## config.mk

```make
export PLATFORM = sky130hd
export DESIGN_NAME = bus_mux_stom_router
export DESIGN_NICKNAME = d
export VERILOG_FILES = /design/src/rtl/bus_mux_stom_router.sv
export SDC_FILE = /design/constraint.sdc
export NUM_CORES = 1
export LEC_CHECK = 0
export ABC_CLOCK_PERIOD_IN_PS = 5100
export CORE_MARGIN = 4
export CORE_UTILIZATION = 49
export DETAILED_ROUTE_END_ITERATION = 8
export GPL_TIMING_DRIVEN = 0
export PLACE_DENSITY = 0.81
export SYNTH_ARGS = -nofsm -noshare
export SYNTH_HDL_FRONTEND = slang
export SYNTH_SLANG_ARGS = --single-unit
export TNS_END_PERCENT = 100
```

## constraint.sdc

```tcl
create_clock -name clk -period 5.1 [get_ports clk]
set_clock_uncertainty 0.2 [all_clocks]
set_input_delay 1.02 -clock clk [delete_from_list [all_inputs] [get_ports clk]]
set_output_delay 1.02 -clock clk [all_outputs]
set_load 0.03 [all_outputs]
```

## src/rtl/bus_mux_stom_router.sv

```systemverilog
// Registered slave-to-master return-path router: forwards the lanes of one slave to one master,
// with a programmable all-idle guard gap between routes.
module bus_mux_stom_router #(
   parameter int unsigned NO_MASTERS = 3,
   parameter int unsigned NO_SLAVES  = 5,
   parameter int unsigned LANES      = 1,
   parameter int unsigned SWITCH_GAP = 2,
   parameter logic        IDLE_LVL   = 1'b0,
   localparam int unsigned MW = (NO_MASTERS > 1) ? $clog2(NO_MASTERS) : 1,
   localparam int unsigned SW = (NO_SLAVES > 1) ? $clog2(NO_SLAVES) : 1
) (
   input  logic                        clk,
   input  logic                        rst,
   input  logic                        route_req,
   input  logic [MW-1:0]               master_sel,
   input  logic [SW-1:0]               slave_sel,
   input  logic                        route_release,
   input  logic [NO_SLAVES*LANES-1:0]  slave,
   output logic [NO_MASTERS*LANES-1:0] master,
   output logic                        route_ack,
   output logic                        route_active,
   output logic                        route_err
);

   localparam logic [3:0] GapLast = (SWITCH_GAP == 0) ? 4'd0 : 4'(SWITCH_GAP - 1);
   localparam logic [NO_MASTERS*LANES-1:0] IdleVec = {(NO_MASTERS*LANES){IDLE_LVL}};

   typedef enum logic [1:0] {StIdle, StGap, StRoute} state_e;

   state_e                      state_q, state_d;
   logic [MW-1:0]               m_lat_q, m_lat_d;
   logic [SW-1:0]               s_lat_q, s_lat_d;
   logic [3:0]                  cnt_q, cnt_d;
   logic [NO_MASTERS*LANES-1:0] master_q, master_d;
   logic                        ack_q, ack_d;
   logic                        err_q, err_d;
   logic                        req_valid;
   logic [LANES-1:0]            sel_lanes;

   assign req_valid = route_req && (32'(master_sel) < NO_MASTERS)
                                && (32'(slave_sel) < NO_SLAVES);

   always_comb begin
      state_d = state_q;
      m_lat_d = m_lat_q;
      s_lat_d = s_lat_q;
      cnt_d   = cnt_q;
      ack_d   = 1'b0;
      err_d   = route_req && !req_valid;
      unique case (state_q)
         StIdle, StRoute: begin
            if (req_valid) begin
               m_lat_d = master_sel;
               s_lat_d = slave_sel;
               cnt_d   = 4'd0;
               if (SWITCH_GAP == 0) begin
                  state_d = StRoute;
                  ack_d   = 1'b1;
               end else begin
                  state_d = StGap;
               end
            end else if (route_release) begin
               state_d = StIdle;
            end
         end
         StGap: begin
            if (req_valid) begin
               // A fresh request restarts the full guard interval.
               m_lat_d = master_sel;
               s_lat_d = slave_sel;
               cnt_d   = 4'd0;
            end else if (route_release) begin
               state_d = StIdle;
            end else if (cnt_q == GapLast) begin
               state_d = StRoute;
               ack_d   = 1'b1;
               cnt_d   = 4'd0;
            end else begin
               cnt_d = cnt_q + 4'd1;
            end
         end
         default: state_d = StIdle;
      endcase
   end

   // Forwarding keys off the next state so a route is live on the same edge as its ack.
   always_comb begin
      sel_lanes = '0;
      for (int unsigned s = 0; s < NO_SLAVES; s++) begin
         if (s_lat_d == SW'(s)) sel_lanes = slave[s*LANES +: LANES];
      end
      master_d = IdleVec;
      if (state_d == StRoute) begin
         for (int unsigned m = 0; m < NO_MASTERS; m++) begin
            if (m_lat_d == MW'(m)) master_d[m*LANES +: LANES] = sel_lanes;
         end
      end
   end

   always_ff @(posedge clk) begin
      if (rst) begin
         state_q  <= StIdle;
         m_lat_q  <= '0;
         s_lat_q  <= '0;
         cnt_q    <= 4'd0;
         master_q <= IdleVec;
         ack_q    <= 1'b0;
         err_q    <= 1'b0;
      end else begin
         state_q  <= state_d;
         m_lat_q  <= m_lat_d;
         s_lat_q  <= s_lat_d;
         cnt_q    <= cnt_d;
         master_q <= master_d;
         ack_q    <= ack_d;
         err_q    <= err_d;
      end
   end

   assign master       = master_q;
   assign route_ack    = ack_q;
   assign route_active = (state_q == StRoute);
   assign route_err    = err_q;

endmodule
```

# == Yosys cells after proc, flatten, opt, wreduce, memory -nomap -nowiden ==
# Cells that the tools add are included.
# word_totals
register_bits,16
out_inout_bits,6
inputBits,14
word_cells,65
# op_classes
bitwise_logic,5
order_cmp,2
reduce_logical,15
mux,21
n_eq_ne,12
add_sub_neg,1
# ops
cell,count
$mux W4,4
$mux W2,7
$reduce_or A3 Y1,4
$pmux W4 S2,1
$eq A2 B2 Y1 const B,3
$eq A3 B2 Y1 const B,2
$mux W1,6
$mux W3,2
$not A1 Y1,5
$add A4 B1 Y4 const B,1
$eq A2 B1 Y1 const B,2
$eq A4 B1 Y1 const B,1
$logic_not A2 Y1,2
$pmux W2 S2,1
$reduce_or A4 Y1,1
$eq A3 B1 Y1 const B,1
$eq A3 B3 Y1 const B,1
$logic_and A1 B1 Y1,3
$logic_not A3 Y1,1
$lt A3 B3 Y1 const B,1
$ne A3 B3 Y1 const B,1
$reduce_and A3 Y1,1
$lt A2 B2 Y1 const B,1
$ne A2 B2 Y1 const B,1
3 further kinds,3

# == Depth between registers and ports, before layout ==
# depth
ltp_word,11
mapped_depth,7
ltp_nobuf,7

# == Worst setup path before layout ==
# OpenSTA, ideal clock, no wires.
# synth_path
path_kind,input port to flip-flop
startpoint,in route_req
endpoint,reg cnt_q[2]
t_required_ns,4.829
setup_ns,0.071
n_path_buf,1
arrival_time_ns,2.381
setup_slack_ns,2.449
cell_stages,6
path_cell_list,a21boi_2 and2_4 buf_6 or3b_4 or4b_1 a21oi_1
# synth_via
elab_chain_len,4
elab_cells_between_ends,7
cone_classes,eq/ne (2); mux (2); reduce/logical (3)
# synth_lines
element,line,rtl
from (decl),14,"input logic route_req,"
$logic_and A1 B1 Y1 *,40,assign req_valid = route_req && (32'(master_sel) < NO_MASTERS)
$logic_and A1 B1 Y1 *,41,&& (32'(slave_sel) < NO_SLAVES);
$ne A3 B3 Y1 (no line) (tied with other cells),--,
$reduce_and A3 Y1 (no line) / $pmux W4 S2 (equally long branches),--,
to (signal assigned),113,cnt_q <= cnt_d;
to (decl),33,"logic [3:0] cnt_q, cnt_d;"
# Mark *: on every way between the ends. The rest lies on a longest branch, timed or not.
# A chain may end at the register's enable or synchronous reset.

# == Worst setup path after layout ==
# layout_path
startpoint,in route_req
endpoint,reg master_q[0] (netlist: master[0])
# layout_via
elab_chain_len,10
elab_cells_between_ends,24
cone_classes,eq/ne (5); mux (12); bitwise (2); reduce/logical (5)
# layout_lines
element,line,rtl
$logic_and A1 B1 Y1 *,40,
$logic_and A1 B1 Y1 *,41,
$mux W3,"52, 67",
$mux W3,--,
$logic_not A3 Y1,90,if (s_lat_d == SW'(s)) sel_lanes = slave[s*LANES +: LANES];
$mux W1 (5 in series),90,
to (signal assigned),106,master_q <= IdleVec;
to (signal assigned),114,master_q <= master_d;
to (decl),34,"logic [NO_MASTERS*LANES-1:0] master_q, master_d;"
# Marked as above.

==> results by group <==
STA
  – Final worst slack: 2190 ps
  – FMAX: 343 MHz
  – Period Utilization, post-route: 57.1%
  – Unrepaired setup endpoints after global routing: false
  – # setup viols final: 0
  – Setup_tns: 0 ps
  – Slew Viols, Final: 0
  – Final hold viol count: 0
  – Slew headroom: 64.0%
  – Worst-Margin Slew: 535 ps
  – Final min period: 2910 ps

Clocking
  – Htree depth: 1
  – Clk sinks: 16
  – Clk slew on worst S/H paths: 100 ps
  – Post-CTS Resized: 0
  – CTS tree: done
  – # hold bufs at CTS: 0
  – CTS buffer count: 3
  – Max Root-Sink Buffers: 2
  – Setup Fix Bufs, Post-CTS: 0
  – Worst-skew pair later-pin latency: 290 ps
  – CTS root buf: clkbuf_4

Die
  – Row cnt: 13
  – Die Area: 0.00223 sq mm
  – IO Pins: 20
  – Chip height: 47.2 um
  – Die Span X: 47.2 um
  – CORE AREA: 0.00138 sq mm
  – Starting density of the core: 54.6%

Route
  – Via count: 663
  – Post-DR wirelength/cell: 14.9 um
  – DR vias/cell: 5.67
  – Antenna Nets Post-Route: 0
  – DR pass1 iterations: 4
  – WL final: 1750 um
  – DR iter-0 viols: 7
  – DR DRC count: 0

Setup path
  – Slowest-stage cell, CP: clkdlybuf4s50_1
  – Startpoint types: primary input
  – CP peak stage delay: 470 ps
  – Cells along the critical path: clkdlybuf4s50_1 -> a21boi_2 -> and3b_1 -> or2_2 -> a22oi_1 -> o2bb2a_1 -> nor4b_1
  – R2R cell count: 6
  – Nature of the critical path endpoint: flip-flop
  – Crit path launch: route_req
  – CP arrival: 2900 ps
  – Req. time, crit path: 5090 ps
  – FF-to-FF Start: cnt_q[0]
  – Worst-path maximum fanout: 4
  – Crit Path Class: primary input to flip-flop

GRT
  – Initial antenna violation count: 0
  – Number of global-route vias before repair: 663
  – GR Util All Layers: 18.1%
  – Largest net degree at the start of global routing: 11
  – GRT overflow: 0
  – First-pass GRT wire length: 2830 um

Cells and area
  – Finished Layout Cells: 117
  – Ant diodes: 0
  – Final #Nets: 119
  – Layout cells sized above 1: 15.7%
  – Area delta synth->final: 32.5%

Synth
  – Post-synthesis cell count: 79
  – Post-synth top area share: 42.5%
  – Synth Net Count: 95
  – Synth area leaders: dfxtp_1 (42%), mux2i_1 (4.0%), a21oi_1 (3.3%), ha_1 (3.3%), nor2b_1 (3.3%)
  – Synth cell count leaders: dfxtp_1 (16), nor2_1 (6), a21oi_1 (5), nand2_1 (5), nor2b_1 (4)
  – Post-synth EDFFs: 0
  – #FFs+latches synth: 16
  – Register area share after synthesis: 42.5%
  – Netlist cell types: 36
  – Post-synth top flop: dfxtp_1
  – Most instantiated library cell after synthesis: dfxtp_1
  – Synthesized area: 754 sq um
  – Post-synth top area cell: dfxtp_1
  – Synthesized area per cell: 9.55 sq um
  – YS warnings: 0
  – Asr flop ratio synth: 0%

Hold path
  – Min-Delay Path Class: flip-flop to flip-flop
  – Min-delay src: cnt_q[1]
  – Worst hold stages: 2

Place
  – Inst Count DP: 113
  – HPWL after detailed placement: 1360 um
  – I/O Buffers: 19
  – Pre-CTS WS: 1910 ps
  – Final GP Congestion: 0.716

Outcome
  – Outcome: finished, final reports clean

Power
  – Power Density: 256 mW/mm^2
  – P_int: 194 uW
  – Sw Ratio: 24.1%
  – Sequential group share of total power: 50.7%
  – Power Total: 256 uW
  – Switch Pwr: 61.6 uW
  – VDD IR max: 0.197 mV
  – Comb pwr share: 16.1%
  – Share of total power in the clock network: 33.2%
  – Static Leak: 0.000396 uW

Job
  – Max_cap viols: 0
-- sequential cells by signal, summed over array words and instances, names as in the netlist --
name,count
m_lat_q,2
cnt_q,4
route_err,1
s_lat_q,3
master,3
route_ack,1
state_q,2
-- logic make-up (layout without fill, tap and decap cells) --
logic type      after synthesis  after routing  synth area share, %
fa+ha+maj                     2              2                 3.32
buf+inv                       3             26                 2.49
mux                           3              3                 3.98
compound gates               18             18                 16.7
flops                        16             16                 42.5
simple gates                 37             37                 31.0
-- worst max-delay path: cells and delay by family --
| kind | cells | cell delay [ps] |
|---|---|---|
| buffers and inverters | 1 | 470 |
| AOI/OAI and AO/OA | 3 | 670 |
| and+or+nand+nor | 3 | 740 |
-- final cells by class --
cell class,count,area [sq um]
buffer,2,15.0
clock buffer,4,36.3
fill,119,383
inverter,1,3.75
multi-input combinational,60,415
sequential,16,320
tap,15,18.8
timing repair buffer,19,190
-- through the flow --
stage | area, sq um | utilization, % | hold slack (ps)
after floorplan | 754 | - | 262
after global placement | 963 | 69.7 | 278
after detailed placement | 963 | 69.7 | 282
after CTS | 1000 | 72.3 | 294
after global routing | 1000 | 72.3 | 340
final | 1000 | 72.3 | 291
-- routing by layer --
metal | track usage, % | vias to the layer above | routed length [um] | share of wire [%]
met5 | 0 | - | 0 | 0
met4 | 7.73 | 0 | 21 | 1.2
met3 | 3.07 | 4 | 57 | 3.3
met2 | 31.0 | 13 | 865 | 49
met1 | 22.0 | 311 | 805 | 46
li1 | - | 335 | - | -
-- power by group through the flow --
stage | Combinational, uW | Clock, uW | Sequential [uW]
4_1_cts | 41.1 | 85.6 | 130
3_5_place_dp | 40.8 | 0 | 133
6_report | 41.2 | 84.8 | 130
3_3_place_gp | 39.7 | 0 | 133
2_1_floorplan | 22.3 | 0 | 133
5_1_grt | 44.5 | 89.7 | 130
-- worst paths after layout --
check	end	slack, ps
max	master[0]	2190
min	cnt_q[1]	290
max reg2reg	master[0]	2800
min reg2reg	cnt_q[1]	290
-- cells in the final DEF (no fill, tap or decap), drive strengths merged, types with 2 or more instances in the layout --
master         instances
dfxtp                 16
nor4                   2
nor3b                  4
nand2                  5
and3b                  2
clkbuf                 5
a21oi                  5
clkdlybuf4s50         19
ha                     2
a21o                   3
or3                    2
mux2i                  3
nor2                   6
nor3                   3
nor2b                  4
o21ai                  4
Note: power is estimated with default switching activity, not from simulation.
